===== config.mk =====
export PLATFORM = sky130hd
export DESIGN_NAME = btb_maint_ctrl_flat
export DESIGN_NICKNAME = d
export VERILOG_FILES = /design/src/rtl/btb_maint_ctrl_pkg.sv /design/src/rtl/btb_maint_ctrl_if.sv /design/src/rtl/btb_maint_ctrl_upd_buf.sv /design/src/rtl/btb_maint_ctrl.sv /design/src/flat_wrapper.sv
export SDC_FILE = /design/constraint.sdc
export NUM_CORES = 1
export LEC_CHECK = 0
export BUFFER_PORTS_ARGS = -buffer_cell sky130_fd_sc_hd__buf_2
export CORE_ASPECT_RATIO = 0.5
export CORE_MARGIN = 2
export CORE_UTILIZATION = 35
export DETAILED_ROUTE_END_ITERATION = 6
export PLACE_DENSITY = 0.58
export SYNTH_ARGS = -nofsm -noshare
export SYNTH_HDL_FRONTEND = slang
export SYNTH_SLANG_ARGS = --single-unit

===== constraint.sdc =====
create_clock -name clk_i -period 3.9 [get_ports clk_i]
set_clock_uncertainty 0.1 [all_clocks]
set_input_delay 0.195 -clock clk_i [delete_from_list [all_inputs] [get_ports clk_i]]
set_output_delay 0.195 -clock clk_i [all_outputs]
set_load 0.02 [all_outputs]

===== src/rtl/btb_maint_ctrl_pkg.sv =====
// Shared BTB maintenance types: entry layout, write-port bundle and FSM states.
package bp_pkg;

  localparam int BTB_ENTRIES = 32;
  localparam int BTB_IDX_W   = $clog2(BTB_ENTRIES);
  localparam int BTB_TAG_W   = 20;
  localparam int BTB_XLEN    = 32;
  localparam int BTB_CNT_W   = 16;

  localparam logic [BTB_IDX_W-1:0] BTB_LAST_IDX = BTB_IDX_W'(BTB_ENTRIES - 1);

  typedef struct packed {
    logic [BTB_TAG_W-1:0] tag;
    logic                 valid;
    logic [BTB_XLEN-1:0]  target;
  } btb_entry_t;

  typedef struct packed {
    logic                 we;
    logic [BTB_IDX_W-1:0] idx;
    btb_entry_t           entry;
  } btb_wr_t;

  typedef enum logic [1:0] {
    IDLE   = 2'd0,
    SWEEP  = 2'd1,
    REPLAY = 2'd2
  } maint_state_e;

  function automatic btb_entry_t mk_entry(input logic [BTB_TAG_W-1:0] tag,
                                          input logic [BTB_XLEN-1:0]  target);
    btb_entry_t e;
    e.tag    = tag;
    e.valid  = 1'b1;
    e.target = target;
    return e;
  endfunction

endpackage


===== src/rtl/btb_maint_ctrl_if.sv =====
// Update/invalidate request bus and BTB write-port bus of the maintenance controller.
interface btb_maint_if;
  import bp_pkg::*;

  logic                 upd_valid_i;
  logic [BTB_IDX_W-1:0] upd_idx_i;
  logic [BTB_TAG_W-1:0] upd_tag_i;
  logic [BTB_XLEN-1:0]  upd_target_i;
  logic                 inv_req_i;

  logic                 btb_we_o;
  logic [BTB_IDX_W-1:0] btb_widx_o;
  logic [BTB_TAG_W-1:0] btb_wtag_o;
  logic                 btb_wvalid_o;
  logic [BTB_XLEN-1:0]  btb_wtarget_o;
  logic                 inv_busy_o;
  logic                 inv_done_o;
  logic                 lookup_block_o;
  logic [BTB_CNT_W-1:0] drop_cnt_o;

  modport master (
    output upd_valid_i, upd_idx_i, upd_tag_i, upd_target_i, inv_req_i,
    input  btb_we_o, btb_widx_o, btb_wtag_o, btb_wvalid_o, btb_wtarget_o,
    input  inv_busy_o, inv_done_o, lookup_block_o, drop_cnt_o
  );

  modport slave (
    input  upd_valid_i, upd_idx_i, upd_tag_i, upd_target_i, inv_req_i,
    output btb_we_o, btb_widx_o, btb_wtag_o, btb_wvalid_o, btb_wtarget_o,
    output inv_busy_o, inv_done_o, lookup_block_o, drop_cnt_o
  );

endinterface


===== src/rtl/btb_maint_ctrl_upd_buf.sv =====
// One-entry pending-update register with overwrite detection and a
// saturating count of updates lost to overwrite.
module btb_upd_buf
  import bp_pkg::*;
(
  input  logic                 clk_i,
  input  logic                 rst_i,
  input  logic                 i_load,
  input  logic                 i_consume,
  input  logic [BTB_IDX_W-1:0] i_idx,
  input  btb_entry_t           i_entry,
  output logic                 o_full,
  output logic [BTB_IDX_W-1:0] o_idx,
  output btb_entry_t           o_entry,
  output logic [BTB_CNT_W-1:0] o_drop_cnt
);

  logic                 r_full;
  logic [BTB_IDX_W-1:0] r_idx;
  btb_entry_t           r_entry;
  logic [BTB_CNT_W-1:0] r_drop;
  logic                 w_overwrite;

  // Loading while the held entry is simultaneously consumed is a hand-off, not a loss.
  assign w_overwrite = i_load & r_full & ~i_consume;

  always_ff @(posedge clk_i) begin
    if (rst_i) begin
      r_full  <= 1'b0;
      r_idx   <= '0;
      r_entry <= '0;
      r_drop  <= '0;
    end else begin
      if (i_load) begin
        r_full  <= 1'b1;
        r_idx   <= i_idx;
        r_entry <= i_entry;
      end else if (i_consume) begin
        r_full  <= 1'b0;
        r_idx   <= '0;
        r_entry <= '0;
      end
      if (w_overwrite && (r_drop != '1)) begin
        r_drop <= r_drop + 1'b1;
      end
    end
  end

  assign o_full     = r_full;
  assign o_idx      = r_idx;
  assign o_entry    = r_entry;
  assign o_drop_cnt = r_drop;

endmodule


===== src/rtl/btb_maint_ctrl.sv =====
// Owner of the BTB write port: EX updates, whole-table invalidation sweeps and
// replay of an update that arrived while a sweep was running.
//
//   state  | meaning
//   IDLE   | EX updates written straight through, one cycle later
//   SWEEP  | one entry cleared per cycle; r_cnt is the index on the port
//   REPLAY | the pending update is on the port this cycle
module btb_maint_ctrl
  import bp_pkg::*;
(
  input  logic       clk_i,
  input  logic       rst_i,
  btb_maint_if.slave bus
);

  maint_state_e         r_state, w_state_nxt;
  logic [BTB_IDX_W-1:0] r_cnt, w_cnt_nxt;
  btb_wr_t              r_wr, w_wr_nxt;
  logic                 r_done, w_done_nxt;

  logic                 w_last;
  logic                 w_load;
  logic                 w_consume;
  logic                 w_pend_full;
  logic [BTB_IDX_W-1:0] w_pend_idx;
  btb_entry_t           w_pend_entry;
  btb_entry_t           w_upd_entry;
  logic [BTB_CNT_W-1:0] w_drop_cnt;

  assign w_upd_entry = mk_entry(bus.upd_tag_i, bus.upd_target_i);
  assign w_last      = (r_cnt == BTB_LAST_IDX);
  // Outside IDLE every update goes through the pending buffer, even in REPLAY.
  assign w_load      = bus.upd_valid_i & (bus.inv_req_i | (r_state != IDLE));
  assign w_consume   = (r_state == REPLAY) & ~bus.inv_req_i;

  btb_upd_buf u_buf (
    .clk_i      (clk_i),
    .rst_i      (rst_i),
    .i_load     (w_load),
    .i_consume  (w_consume),
    .i_idx      (bus.upd_idx_i),
    .i_entry    (w_upd_entry),
    .o_full     (w_pend_full),
    .o_idx      (w_pend_idx),
    .o_entry    (w_pend_entry),
    .o_drop_cnt (w_drop_cnt)
  );

  always_ff @(posedge clk_i) begin
    if (rst_i) begin
      r_state <= IDLE;
      r_cnt   <= '0;
    end else begin
      r_state <= w_state_nxt;
      r_cnt   <= w_cnt_nxt;
    end
  end

  always_comb begin
    w_state_nxt = r_state;
    w_cnt_nxt   = r_cnt;
    if (bus.inv_req_i) begin
      w_state_nxt = SWEEP;
      w_cnt_nxt   = '0;
    end else begin
      case (r_state)
        IDLE: w_state_nxt = IDLE;
        SWEEP: begin
          if (w_last) begin
            w_cnt_nxt   = '0;
            w_state_nxt = (w_pend_full | w_load) ? REPLAY : IDLE;
          end else begin
            w_cnt_nxt = r_cnt + 1'b1;
          end
        end
        REPLAY:  w_state_nxt = bus.upd_valid_i ? REPLAY : IDLE;
        default: w_state_nxt = IDLE;
      endcase
    end
  end

  // Write-port contents for the next cycle follow the state being entered.
  always_comb begin
    w_wr_nxt   = '0;
    w_done_nxt = (r_state == SWEEP) & w_last & ~bus.inv_req_i;
    case (w_state_nxt)
      SWEEP: begin
        w_wr_nxt.we  = 1'b1;
        w_wr_nxt.idx = w_cnt_nxt;
      end
      REPLAY: begin
        w_wr_nxt.we    = 1'b1;
        w_wr_nxt.idx   = w_load ? bus.upd_idx_i : w_pend_idx;
        w_wr_nxt.entry = w_load ? w_upd_entry : w_pend_entry;
      end
      default: begin
        if ((r_state == IDLE) && bus.upd_valid_i) begin
          w_wr_nxt.we    = 1'b1;
          w_wr_nxt.idx   = bus.upd_idx_i;
          w_wr_nxt.entry = w_upd_entry;
        end
      end
    endcase
  end

  always_ff @(posedge clk_i) begin
    if (rst_i) begin
      r_wr   <= '0;
      r_done <= 1'b0;
    end else begin
      r_wr   <= w_wr_nxt;
      r_done <= w_done_nxt;
    end
  end

  assign bus.btb_we_o       = r_wr.we;
  assign bus.btb_widx_o     = r_wr.idx;
  assign bus.btb_wtag_o     = r_wr.entry.tag;
  assign bus.btb_wvalid_o   = r_wr.entry.valid;
  assign bus.btb_wtarget_o  = r_wr.entry.target;
  assign bus.inv_busy_o     = (r_state == SWEEP);
  assign bus.inv_done_o     = r_done;
  assign bus.lookup_block_o = bus.inv_req_i | (r_state == SWEEP);
  assign bus.drop_cnt_o     = w_drop_cnt;

endmodule

===== src/flat_wrapper.sv =====
// flat-port wrapper written by rule: the top's interface ports become plain ports
module btb_maint_ctrl_flat import bp_pkg::*;
  (clk_i, rst_i, bus_upd_valid_i, bus_upd_idx_i, bus_upd_tag_i, bus_upd_target_i, bus_inv_req_i, bus_btb_we_o, bus_btb_widx_o, bus_btb_wtag_o, bus_btb_wvalid_o, bus_btb_wtarget_o, bus_inv_busy_o, bus_inv_done_o, bus_lookup_block_o, bus_drop_cnt_o);
  btb_maint_if bus_i ();
  input  logic clk_i;
  input  logic rst_i;
  input wire logic [$bits(bus_i.upd_valid_i)-1:0] bus_upd_valid_i;
  input wire logic [$bits(bus_i.upd_idx_i)-1:0] bus_upd_idx_i;
  input wire logic [$bits(bus_i.upd_tag_i)-1:0] bus_upd_tag_i;
  input wire logic [$bits(bus_i.upd_target_i)-1:0] bus_upd_target_i;
  input wire logic [$bits(bus_i.inv_req_i)-1:0] bus_inv_req_i;
  output wire logic [$bits(bus_i.btb_we_o)-1:0] bus_btb_we_o;
  output wire logic [$bits(bus_i.btb_widx_o)-1:0] bus_btb_widx_o;
  output wire logic [$bits(bus_i.btb_wtag_o)-1:0] bus_btb_wtag_o;
  output wire logic [$bits(bus_i.btb_wvalid_o)-1:0] bus_btb_wvalid_o;
  output wire logic [$bits(bus_i.btb_wtarget_o)-1:0] bus_btb_wtarget_o;
  output wire logic [$bits(bus_i.inv_busy_o)-1:0] bus_inv_busy_o;
  output wire logic [$bits(bus_i.inv_done_o)-1:0] bus_inv_done_o;
  output wire logic [$bits(bus_i.lookup_block_o)-1:0] bus_lookup_block_o;
  output wire logic [$bits(bus_i.drop_cnt_o)-1:0] bus_drop_cnt_o;
  assign bus_i.upd_valid_i = bus_upd_valid_i;
  assign bus_i.upd_idx_i = bus_upd_idx_i;
  assign bus_i.upd_tag_i = bus_upd_tag_i;
  assign bus_i.upd_target_i = bus_upd_target_i;
  assign bus_i.inv_req_i = bus_inv_req_i;
  assign bus_btb_we_o = bus_i.btb_we_o;
  assign bus_btb_widx_o = bus_i.btb_widx_o;
  assign bus_btb_wtag_o = bus_i.btb_wtag_o;
  assign bus_btb_wvalid_o = bus_i.btb_wvalid_o;
  assign bus_btb_wtarget_o = bus_i.btb_wtarget_o;
  assign bus_inv_busy_o = bus_i.inv_busy_o;
  assign bus_inv_done_o = bus_i.inv_done_o;
  assign bus_lookup_block_o = bus_i.lookup_block_o;
  assign bus_drop_cnt_o = bus_i.drop_cnt_o;
  btb_maint_ctrl u_core (.clk_i(clk_i), .rst_i(rst_i), .bus(bus_i));
endmodule

==> results of run 1 <==
stage by stage:
| step | power (mW) | worst slack (ps) | instances | area [um2] |
|---|---|---|---|---|
| after CTS | 3.532 | 583.0 | 951 | 7358 |
| after global placement | 1.807 | 721.4 | 864 | 6193 |
| final | 3.497 | 613.7 | 951 | 7358 |
| after global routing | 3.635 | 291.0 | 951 | 7358 |
| after floorplan | 1.707 | 854.3 | 571 | 5344 |
| after detailed placement | 1.809 | 624.9 | 864 | 6193 |
cells by family after synthesis:
group / Yosys count / synth area share, %
and+or+nand+nor: 194 / 16.76
AOI/OAI and AO/OA: 164 / 23.23
DFF: 141 / 52.82
buffers and inverters: 58 / 4.097
adders and majority gates: 8 / 1.873
muxes: 6 / 1.217
synth_stat cells (all sizes together) (2+ instances only):
| library cell | instances | area [um2] |
|---|---|---|
| dfxtp | 141 | 2823 |
| nor2 | 122 | 457.9 |
| a22oi | 56 | 420.4 |
| a32oi | 55 | 481.7 |
| clkbuf | 45 | 170.2 |
| a21oi | 21 | 105.1 |
| nand2 | 12 | 45.04 |
| nor2b | 10 | 62.56 |
| or4 | 9 | 67.56 |
| ha | 8 | 100.1 |
| nand3 | 8 | 40.04 |
| o31ai | 8 | 60.06 |
| buf | 7 | 26.28 |
| inv | 6 | 22.52 |
| nand4 | 6 | 37.54 |
| o21ai | 6 | 30.03 |
| nor4 | 5 | 37.53 |
| and3 | 4 | 25.02 |
| mux2 | 4 | 45.04 |
| nand2b | 4 | 25.02 |
| a21boi | 3 | 22.52 |
| or3 | 3 | 18.77 |
| a31oi | 2 | 12.51 |
| and2 | 2 | 12.51 |
| mux2i | 2 | 20.02 |
| nor3b | 2 | 15.01 |
| o21a | 2 | 15.01 |
| or2 | 2 | 12.51 |
| or3b | 2 | 17.52 |
registers in the layout (all words and copies together), names as in the netlist, 2 cells and up:
register                  count
u_core.r_cnt                  5
u_core.u_buf.o_drop_cnt      16
u_core.bus.btb_wtarget_o     32
u_core.bus.btb_wtag_o        20
u_core.u_buf.o_entry         53
u_core.u_buf.o_idx            5
u_core.r_state                2
u_core.bus.btb_widx_o         5
layer usage:
layer | vias to the layer above | global-route usage (%) | share of wire [%]
met5 | - | 0 | 0
met4 | 0 | 6.098 | 1.4
met3 | 18 | 4.606 | 4.3
met2 | 110 | 27.99 | 47
met1 | 2395 | 23.41 | 47
li1 | 2445 | - | -
critical path, cell delays in order, from the launching register on:
cell and delay, ps:
dfxtp_1 350, inv_1 70, ha_1 290, nand2b_1 380
a21oi_1 170, o21a_1 230, nor3b_1 190, ha_1 330
nor2b_1 250, a21boi_4 220, buf_4 350, a32oi_1 100
o22ai_1 180
path summary, 6_finish.rpt:
check | start | endpoint | slack (ps) | cells after the start
worst max register to register | u_core.r_state[0] | u_core.bus.btb_widx_o[3] | 610 | 12
worst min-delay path | bus_upd_idx_i[1] | u_core.bus.btb_widx_o[1] | 20 | 3
worst max-delay path | u_core.r_state[0] | u_core.bus.btb_widx_o[3] | 610 | 12
worst min register to register | u_core.u_buf.o_idx[1] | u_core.u_buf.o_idx[1] | 370 | 2
timing repair:
| action | CTS | global route |
|---|---|---|
| hold endpoints to repair | 106 | 0 |
| hold buffers | 55 | 0 |
| setup buffers | 0 | 0 |
cell type report:
type | instances | area (um2) | share of cell area [%]
clock buffer | 18 | 429.2 | 5.832
clock inverter | 14 | 185.2 | 2.517
tap | 198 | 247.7 | 3.367
timing repair buffer | 202 | 1324 | 17.99
multi-input combinational | 372 | 2327 | 31.63
inverter | 6 | 22.52 | 0.3061
sequential | 141 | 2823 | 38.36
power by group:
| group | internal, mW | switching [mW] | leakage (nW) |
|---|---|---|---|
| combinational | 0.133 | 0.175 | 1.59 |
| sequential | 1.49 | 0.0227 | 1.15 |
| clock | 1.02 | 0.656 | 0.290 |
==> results.md, run 1 <==
* Net count, final at 809
* Async set-reset flop share out of synthesis at 0%
* Highest clock rate at 304.3 MHz
* Die area at 16330 um2
* Gr ovfl total at 0
* Relative slew margins at about half
* Count of different cell masters after synthesis at 45
* Initial antenna violation count at 0
* Setup-failing EPs final at 0
* Commonest cells after routing, fill and taps aside: 141 x dfxtp_1, 137 x buf_2, 122 x nor2_1, 56 x a22oi_1
* Critical path endpoint category: flip-flop
* Fin util at 50.06%
* EDFF count, synth at 0
* Synthesized Nets at 640
* Final Hold Fails at 0
* Yosys warnings at 0
* Clock Latency Late Sink at 410 ps
* Hold Slack at between 15 and 20 ps
* Synthesized area at 5344 um2
* Share of post-route cells with drive strength above 1 at 25.37%
* Peak VDD IR at 0.0002938 V
* Post-DRT Antenna Nets at 0
* Worst-path fanout max at 31
* Syn_area_per_cell at 9.359 um2
* Die W at 178.7 um
* WP data required at 4130 ps
* Drt wl/cell at approximately 15 um
* Leakage at 3.026 nW
* Starting Density at between 30% and 40%
* Fillers at 1392
* IO Pins at 139
* Ant. Diodes at 0
* Post-CTS sizing at 0
* DR vias/cell at roughly 5.2
* Synthesis-to-layout area growth at 37.70%
* Pin count of the biggest net entering global routing at 67
* Final GP Congestion at between 0.7 and 0.8
* Fin crit share at 84.27%
* CP Class: flip-flop to flip-flop
* IO buf count at 138
* Total routed wirelength at approximately 14000 um
* DRT Pass-1 Iters at 6
* Critical Path Source Type: flip-flop
* Predominant post-synthesis flop cell: dfxtp_1
* Die Span Y at approximately 90 um
* DRC Markers at 0
* CTS HTree Levels at 4
* Cells after Synth at 571
* Sequential fraction of the synthesis area at 52.82%
* Clk sink count at about 140
* Root buffer cell: clkbuf_16
* # Max-Cap Violations at 0
* DR vias at slightly below 5k
* Worst-margin pin slew at 776.3 ps
* Worst hold path class: input pin to flip-flop
* Status: finished clean
* RSZ-0062 raised after global routing: false
* Flops & latches, synth at approximately 140
* Tmin final at 3286 ps
* PD cells at about 480 nW/um2
* Vias in the first global route at 4650
* CTS max path bufs at 2
* Clock slew seen by the registers of the worst setup and hold paths at 60 ps
* Total CTS buffers at 17
* First-pass GRT wire length at 23230 um
* Commonest non-fill, non-tap cell in the layout: dfxtp_1
* Dpl hpwl at between 8000 and 9000 um
* WP data arrival at about 3500 ps
* Initial DRC count at 338
* TNS Setup at 0 ps
* GRT Total Usage at 17.72%
* FP Rows at 31
* Max-slew violations at 0
* CTS tree: done
* Area of the core at between 10000 and 15000 um2
Note: power is estimated with default switching activity, not from simulation.
==> run 2: changes to the inputs <==
--- a/config.mk
+++ b/config.mk
@@ -5,12 +5,13 @@
 export SDC_FILE = /design/constraint.sdc
 export NUM_CORES = 1
 export LEC_CHECK = 0
+export ABC_AREA = 1
 export BUFFER_PORTS_ARGS = -buffer_cell sky130_fd_sc_hd__buf_2
 export CORE_ASPECT_RATIO = 0.5
 export CORE_MARGIN = 2
 export CORE_UTILIZATION = 35
 export DETAILED_ROUTE_END_ITERATION = 6
-export PLACE_DENSITY = 0.58
+export PLACE_DENSITY = 0.59
 export SYNTH_ARGS = -nofsm -noshare
 export SYNTH_HDL_FRONTEND = slang
 export SYNTH_SLANG_ARGS = --single-unit
==> constraint.sdc (replaced) <==
create_clock -name clk_i -period 3 [get_ports clk_i]
set_clock_uncertainty 0.1 [all_clocks]
set_input_delay 0.15 -clock clk_i [delete_from_list [all_inputs] [get_ports clk_i]]
set_output_delay 0.15 -clock clk_i [all_outputs]
set_load 0.02 [all_outputs]
==> run 2 against run 1 <==
Compared with the run above:
- first-iteration DRC count down 26%
- critical endpoint is now u_core.bus.btb_wtarget_o[11]
- hold slack better by 100 ps
- largest cell class unchanged
- largest power group unchanged
- die area up 12%
- fmax up 20%
- sequential cell count unchanged
- highest routed layer unchanged
- critical path depth up 3
==> results.md, run 2 <==
* Synth top area share at 47.19% (-5.6 points)
* Commonest cells after routing, fill and taps aside: 410 x nand2_1, 141 x dfxtp_1, 137 x buf_2, 127 x a21oi_1, 59 x dlygate4sd3_1
* Top cell type by total area after synthesis: dfxtp_1
* CTS tree: done
* Multi-input logic area at 2798 um2 (+20%)
* Fin crit share at 90.99% (+6.7 points)
* Synthesis-to-layout area growth at 33.65%
* Post-CTS sizing at 0 (unchanged)
* Setup Fix Bufs, Post-CTS at 0 (unchanged)
* Total CTS buffers at 17 (unchanged)
* Post-route cell area at 7995 um2 (+8.7%)
* Vias in the first global route at 5376 (+16%)
* Die Span Y at 96.45 um (+5.5%)
* Relative slew margins at 52.41% (+4.2 points)
* Count of different cell masters after synthesis at 29 (-36%)
* Predominant post-synthesis flop cell: dfxtp_1
* Worst-margin pin slew at 713.9 ps (-62.38 ps)
* Post-DRT Antenna Nets at 0 (unchanged)
* GRT Total Usage at 17.48% (-0.24 points)
* FP Rows at 33 (+6.5%)
* Die W at 188.9 um (+5.7%)
* Leakage at 3.538 nW (+17%)
* Synthesized area at 5982 um2 (+12%)
* Most frequent cell after synthesis: nand2_1
* Hold_sp: rst_i
* First-pass GRT wire length at 25500 um (+9.8%)
* DR vias at 5932 (+19%)
* CTS HTree Levels at 4 (unchanged)
* Tmin final at 2730 ps (-556.8 ps)
* WP data arrival at 2970 ps (-550 ps)
* Worst hold path class: input pin to flip-flop
* Fillers at 1666 (+20%)
* Gr ovfl total at 0 (unchanged)
* Ant. Diodes at 0 (unchanged)
* Final Hold Fails at 0 (unchanged)
* Share of post-route cells with drive strength above 1 at 18.13% (-7.2 points)
* Initial DRC count at 251 (-26%)
* TNS Setup at 0 ps (unchanged)
* WHS Endpoint: u_core.r_cnt[3]
* Largest register FFs at 53 (unchanged)
* Root buffer cell: clkbuf_16
* Clock Latency Late Sink at 410 ps (about the same)
* Commonest non-fill, non-tap cell in the layout: nand2_1
* Status: finished clean
* Area of the core at 16560 um2 (+13%)
* Critical path endpoint category: flip-flop
* Dpl hpwl at 9648 um (+16%)
* IO Pins at 139 (unchanged)
* Clock slew seen by the registers of the worst setup and hold paths at 60 ps (about the same)
* Yosys warnings at 0 (unchanged)
* Synth top cells by count: 410 x nand2_1, 141 x dfxtp_1, 127 x a21oi_1
* Drt wl/cell at 12.13 um (-20%)
* Total routed wirelength at 15470 um (+7.7%)
* R2r worst-path depth at 15 (+3)
* Peak VDD IR at 0.0004197 V (+43%)
* DRC Markers at 0 (unchanged)
* Net count, final at 1104 (+36%)
* Max-slew violations at 0 (unchanged)
* Synthesized Nets at 925 (+45%)
* Initial antenna violation count at 0 (unchanged)
* Final setup margin at 270.4 ps (-343.3 ps)
* R2r endpoint: u_core.bus.btb_wtarget_o[11]
* Setup-failing EPs final at 0 (unchanged)
* Worst r2r src: u_core.r_cnt[1]
* Total power at 4.502 mW (+29%)
* Highest clock rate at 366.4 MHz (+20%)
* Syn_area_per_cell at 6.988 um2 (-25%)
* Starting Density at 36.13% (-0.22 points)
* Clk sink count at 141 (unchanged)
* WP data required at 3240 ps (-890 ps)
* CP Class: flip-flop to flip-flop
* DRT Pass-1 Iters at 5 (-1)
* EDFF count, synth at 0 (unchanged)
* Die area at 18220 um2 (+12%)
* IO buf count at 138 (unchanged)
* # Max-Cap Violations at 0 (unchanged)
* Cells after Synth at 856 (+50%)
* R2R setup slack at 270 ps (-340 ps)
* CTS max path bufs at 2 (unchanged)
* Hold Path Depth at 2 (-1)
* PD cells at 563.1 nW/um2 (+18%)
* Top cells by area, synth: dfxtp_1 47%, nand2_1 26%, a21oi_1 11%
* Fin util at 48.29% (-1.8 points)
* Pin count of the biggest net entering global routing at 60 (-10%)
* DR vias/cell at 4.653 (-11%)
* RSZ-0062 raised after global routing: true
* Dpl ws at 276.1 ps (-348.8 ps)
* FF+latch area at 2823 um2 (unchanged)
* Worst-path fanout max at 15 (-52%)
* Flops & latches, synth at 141 (unchanged)
* Critical Path Source Type: flip-flop
* Async set-reset flop share out of synthesis at 0% (unchanged)
* Sequential fraction of the synthesis area at 47.19% (-5.6 points)
* DP Area at 6829 um2 (+10%)
* Final GP Congestion at 0.8511 (+13%)
## run 2: cells by family (layout without fill, tap and decap cells)
group	Yosys count	in the layout	share of synthesized area, %
flip-flops	141	141	47.19
AO/OA/AOI/OAI	144	144	12.28
AND/OR/NAND/NOR	479	479	31.54
XOR/XNOR	7	7	1.025
adder cells (fa/ha/maj)	8	8	1.673
buffers and inverters	77	269	6.296
## run 2: how the worst max path moves through the flow
stage	endpoint	cells past startpoint	startpoint	slack, ps
floorplan	u_core.bus.btb_wtag_o[11]	15	u_core.r_cnt[1]	320
global placement	u_core.bus.btb_wtarget_o[11]	15	u_core.r_cnt[1]	360
detailed placement	u_core.bus.btb_wtarget_o[23]	14	u_core.r_cnt[1]	280
CTS	u_core.bus.btb_wtarget_o[23]	14	u_core.r_cnt[1]	240
global route	u_core.bus.btb_wtarget_o[8]	15	u_core.r_cnt[1]	-8
finish	u_core.bus.btb_wtarget_o[11]	15	u_core.r_cnt[1]	270
## run 2: what timing repair did
| action | CTS | global route |
|---|---|---|
| setup endpoints to repair | 0 | 1 |
| hold endpoints to repair | 115 | 0 |
| hold buffers | 59 | 0 |
## run 2: per-stage QoR
step	std cells	hold slack [ps]
6_report	1275	120.5
5_1_grt	1275	131.5
4_1_cts	1275	98.31
3_5_place_dp	1184	319.3
3_3_place_gp	1184	317.9
2_1_floorplan	856	128.1
## run 2: where the power goes
group          switching [mW]  total [mW]  internal [mW]
logic                   0.269       0.450          0.181
clock network           0.849        2.08           1.23
registers              0.0289        1.97           1.94
## run 2: per-layer routing
layer	routed length (um)	part of all wire [%]	track usage (%)
met5	0	0	0
met3	589	3.8	3.539
met4	148	0.96	6.055
met1	7068	46	21.25
met2	7662	50	31.46
## run 2: area by class of cell
| cell class | instances | area share (%) |
|---|---|---|
| clock buffer | 20 | 5.462 |
| tap | 227 | 3.552 |
| clock inverter | 12 | 1.737 |
| multi-input combinational | 638 | 34.99 |
| sequential | 141 | 35.31 |
| inverter | 29 | 1.393 |
| timing repair buffer | 208 | 17.56 |
## run 2: critical path: stages (launching register included)
cell and delay [ps]:
dfxtp_1 370, ha_1 180, inv_1 50, nor3_1 130, ha_1 210, inv_1 60, nand3_1 60, nand2_1 50
o21ai_0 220, nor2_1 100, ha_1 400, nand3_1 120, inv_2 130, buf_4 240, nand2_1 70, a21oi_1 150
==> run 3: changes to the inputs <==
--- a/config.mk
+++ b/config.mk
@@ -9,9 +9,9 @@
 export BUFFER_PORTS_ARGS = -buffer_cell sky130_fd_sc_hd__buf_2
 export CORE_ASPECT_RATIO = 0.5
 export CORE_MARGIN = 2
-export CORE_UTILIZATION = 35
+export CORE_UTILIZATION = 25
 export DETAILED_ROUTE_END_ITERATION = 6
-export PLACE_DENSITY = 0.59
+export PLACE_DENSITY = 0.46
 export SYNTH_ARGS = -nofsm -noshare
 export SYNTH_HDL_FRONTEND = slang
 export SYNTH_SLANG_ARGS = --single-unit
==> run 3 against run 2 <==
Compared with the run above:
- clock-buffer cell count up 1
- sequential power hardly changed
- via count increased by 0.66%
- sequential cell count unchanged
- non-clock buffer count did not move
- combinational power rose by 3%
- utilization is 13 points lower
==> results.md, run 3 (synthesized netlist as in run 2, its figures left out) <==
* Share of post-route cells with drive strength above 1 at 18.32% (+0.19 points)
* Multi-input logic area at 2800 um2 (about the same)
* R2R setup slack at 340 ps (+70 ps)
* Final Hold Fails at 0 (unchanged)
* Hold_sp: rst_i
* Seq pwr share at 42.7% (-1.0 points)
* Largest register FFs at 53 (unchanged)
* Dpl hpwl at 10930 um (+13%)
* Peak VDD IR at 0.0003717 V (-11%)
* Highest clock rate at 376.0 MHz (+2.6%)
* Total net switching power at 1.137 mW (-0.89%)
* Setup-failing EPs final at 0 (unchanged)
* Synthesis-to-layout area growth at 36.29%
* # Max-Cap Violations at 0 (unchanged)
* Clock power share at 47.2% (+0.9 points)
* Critical path endpoint category: flip-flop
* Total routed wirelength at 17240 um (+11%)
* Relative slew margins at 45.21% (-7.2 points)
* WP data required at 3240 ps (about the same)
* WP data arrival at 2900 ps (-70 ps)
* Post-DRT Antenna Nets at 0 (unchanged)
* PD cells at 565.7 nW/um2 (+0.46%)
* Die Span Y at 113.4 um (+18%)
* Clock Latency Late Sink at 420 ps (about the same)
* R2r endpoint: u_core.bus.btb_wtarget_o[28]
* Critical Path Source Type: flip-flop
* Total power at 4.612 mW (+2.4%)
* Worst path slowest cell: ha_2
* Gr ovfl total at 0 (unchanged)
* Total CTS buffers at 17 (unchanged)
* DR vias at 5971 (+0.66%)
* DR vias/cell at 4.407 (-5.3%)
* Die W at 222.8 um (+18%)
* Cell internal pwr at 3.475 mW (+3.6%)
* TNS Setup at 0 ps (unchanged)
* Fin crit share at 88.65% (-2.3 points)
* Final GP Congestion at 0.8307 (-2.4%)
* Vias in the first global route at 5880 (+9.4%)
* IO buf count at 138 (unchanged)
* Clock slew seen by the registers of the worst setup and hold paths at 60 ps (about the same)
* Crit path cell chain: ha_1 > inv_1 > nor3_1 > ha_1 > inv_1 > nand3_1 > nand2_1 > o21ai_1 > nor2_1 > ha_2 > nand3_1 > clkinv_4 > buf_12 > nand2_1 > a21oi_1
* GRT Total Usage at 14.07% (-3.4 points)
* Fillers at 2463 (+48%)
* FP Rows at 39 (+18%)
* First-pass GRT wire length at 28760 um (+13%)
* Die area at 25260 um2 (+39%)
* Commonest cells after routing, fill and taps aside: 410 x nand2_1, 141 x dfxtp_1, 137 x buf_2, 127 x a21oi_1, 59 x dlygate4sd3_1
* Root buffer cell: clkbuf_16
* Max-slew violations at 0 (unchanged)
* DRC Markers at 0 (unchanged)
* Commonest non-fill, non-tap cell in the layout: nand2_1
* Hold Path Depth at 2 (unchanged)
* Worst r2r src: u_core.r_cnt[1]
* Setup Fix Bufs, Post-CTS at 0 (unchanged)
* Net count, final at 1104 (unchanged)
* Status: finished clean
* R2r worst-path depth at 15 (unchanged)
* Drt wl/cell at 12.72 um (+4.9%)
* Worst hold path class: input pin to flip-flop
* RSZ-0062 raised after global routing: false
* Ant. Diodes at 0 (unchanged)
* CTS HTree Levels at 4 (unchanged)
* DRT Pass-1 Iters at 4 (-1)
* CTS tree: done
* IO Pins at 139 (unchanged)
* CTS max path bufs at 2 (unchanged)
* FF+latch area at 2823 um2 (unchanged)
* Clk sink count at 141 (unchanged)
* Worst-margin pin slew at 820.0 ps (+106.1 ps)
* Leakage at 3.573 nW (+0.98%)
* Sw frac at 24.65% (-0.83 points)
* Crit-path max cell delay at 390 ps (about the same)
* Initial DRC count at 413 (+65%)
* CP Class: flip-flop to flip-flop
* Starting Density at 25.86% (-10 points)
* WHS Endpoint: u_core.bus.btb_widx_o[4]
* Logic gate share of total power at 10.1% (about the same)
* Area of the core at 23130 um2 (+40%)
* Initial antenna violation count at 0 (unchanged)
* Tmin final at 2659 ps (-70.12 ps)
* Pin count of the biggest net entering global routing at 60 (unchanged)
* Worst-path fanout max at 26 (+11)
[run 3: cell count changes in the layout (fill, tap and decap cells not counted), sizes merged]
cell	previous run	this run
bufinv	2	3
clkbuf	20	21
clkinv	3	7
clkinvlp	4	1
inv	32	29
[run 3: metrics by stage]
step / cells / instance area (um2) / hold slack (ps) / setup WS, ps / utilization (%)
floorplan: 856 / 5982 / 128.1 / 321.4 / -
global placement: 1264 / 6954 / 315.9 / 206.2 / 30.07
detailed placement: 1264 / 6954 / 319.9 / 156.2 / 30.07
CTS: 1355 / 8145 / 158.7 / 139.1 / 35.22
global route: 1355 / 8153 / 180.0 / 30.05 / 35.25
finish: 1355 / 8153 / 166.9 / 340.5 / 35.25
[run 3: critical path, delay by kind of cell, from the launching register on]
family,cells,cell delay [ps]
flops,1,370
buf+inv,4,440
compound gates,2,340
fa+ha+maj,3,790
simple gates,6,520
[run 3: power by group through the flow]
stage / clock network (mW) / registers, mW / logic (mW)
2_1_floorplan: 0 / 2.03 / 0.242
3_3_place_gp: 0 / 2.01 / 0.408
3_5_place_dp: 0 / 2.01 / 0.412
4_1_cts: 2.25 / 1.97 / 0.474
5_1_grt: 2.33 / 1.98 / 0.523
6_report: 2.18 / 1.97 / 0.465
[run 3: how the worst max path moves through the flow]
stage	from	endpoint
floorplan	u_core.r_cnt[1]	u_core.bus.btb_wtag_o[11]
global placement	u_core.r_cnt[1]	u_core.bus.btb_wtarget_o[25]
detailed placement	u_core.r_cnt[1]	u_core.bus.btb_wtarget_o[25]
CTS	u_core.r_cnt[1]	u_core.bus.btb_wtarget_o[25]
global route	u_core.r_cnt[1]	u_core.bus.btb_widx_o[2]
finish	u_core.r_cnt[1]	u_core.bus.btb_wtarget_o[28]
[run 3: layout make-up]
class	instances	area share (%)
clock buffers	21	5.648
inverters	29	1.427
clock inverters	11	1.719
flip-flops and latches	141	34.62
multi-input cells	638	34.35
well taps	307	4.711
repair buffers	208	17.53
[run 3: timing repair]
action,4_1_cts,5_1_grt
resized for setup,0,4
setup endpoints to repair,0,52
endpoints found under the hold margin,115,0
hold buffers,59,0
[run 3: routing by layer]
layer  track usage, %  up-vias  routed length, um
met5                0        -                  0
met1            17.02     2798               7981
met3            3.503       17                598
met4            4.474        0                204
li1                 -     3069                  -
met2            24.77       87               8454
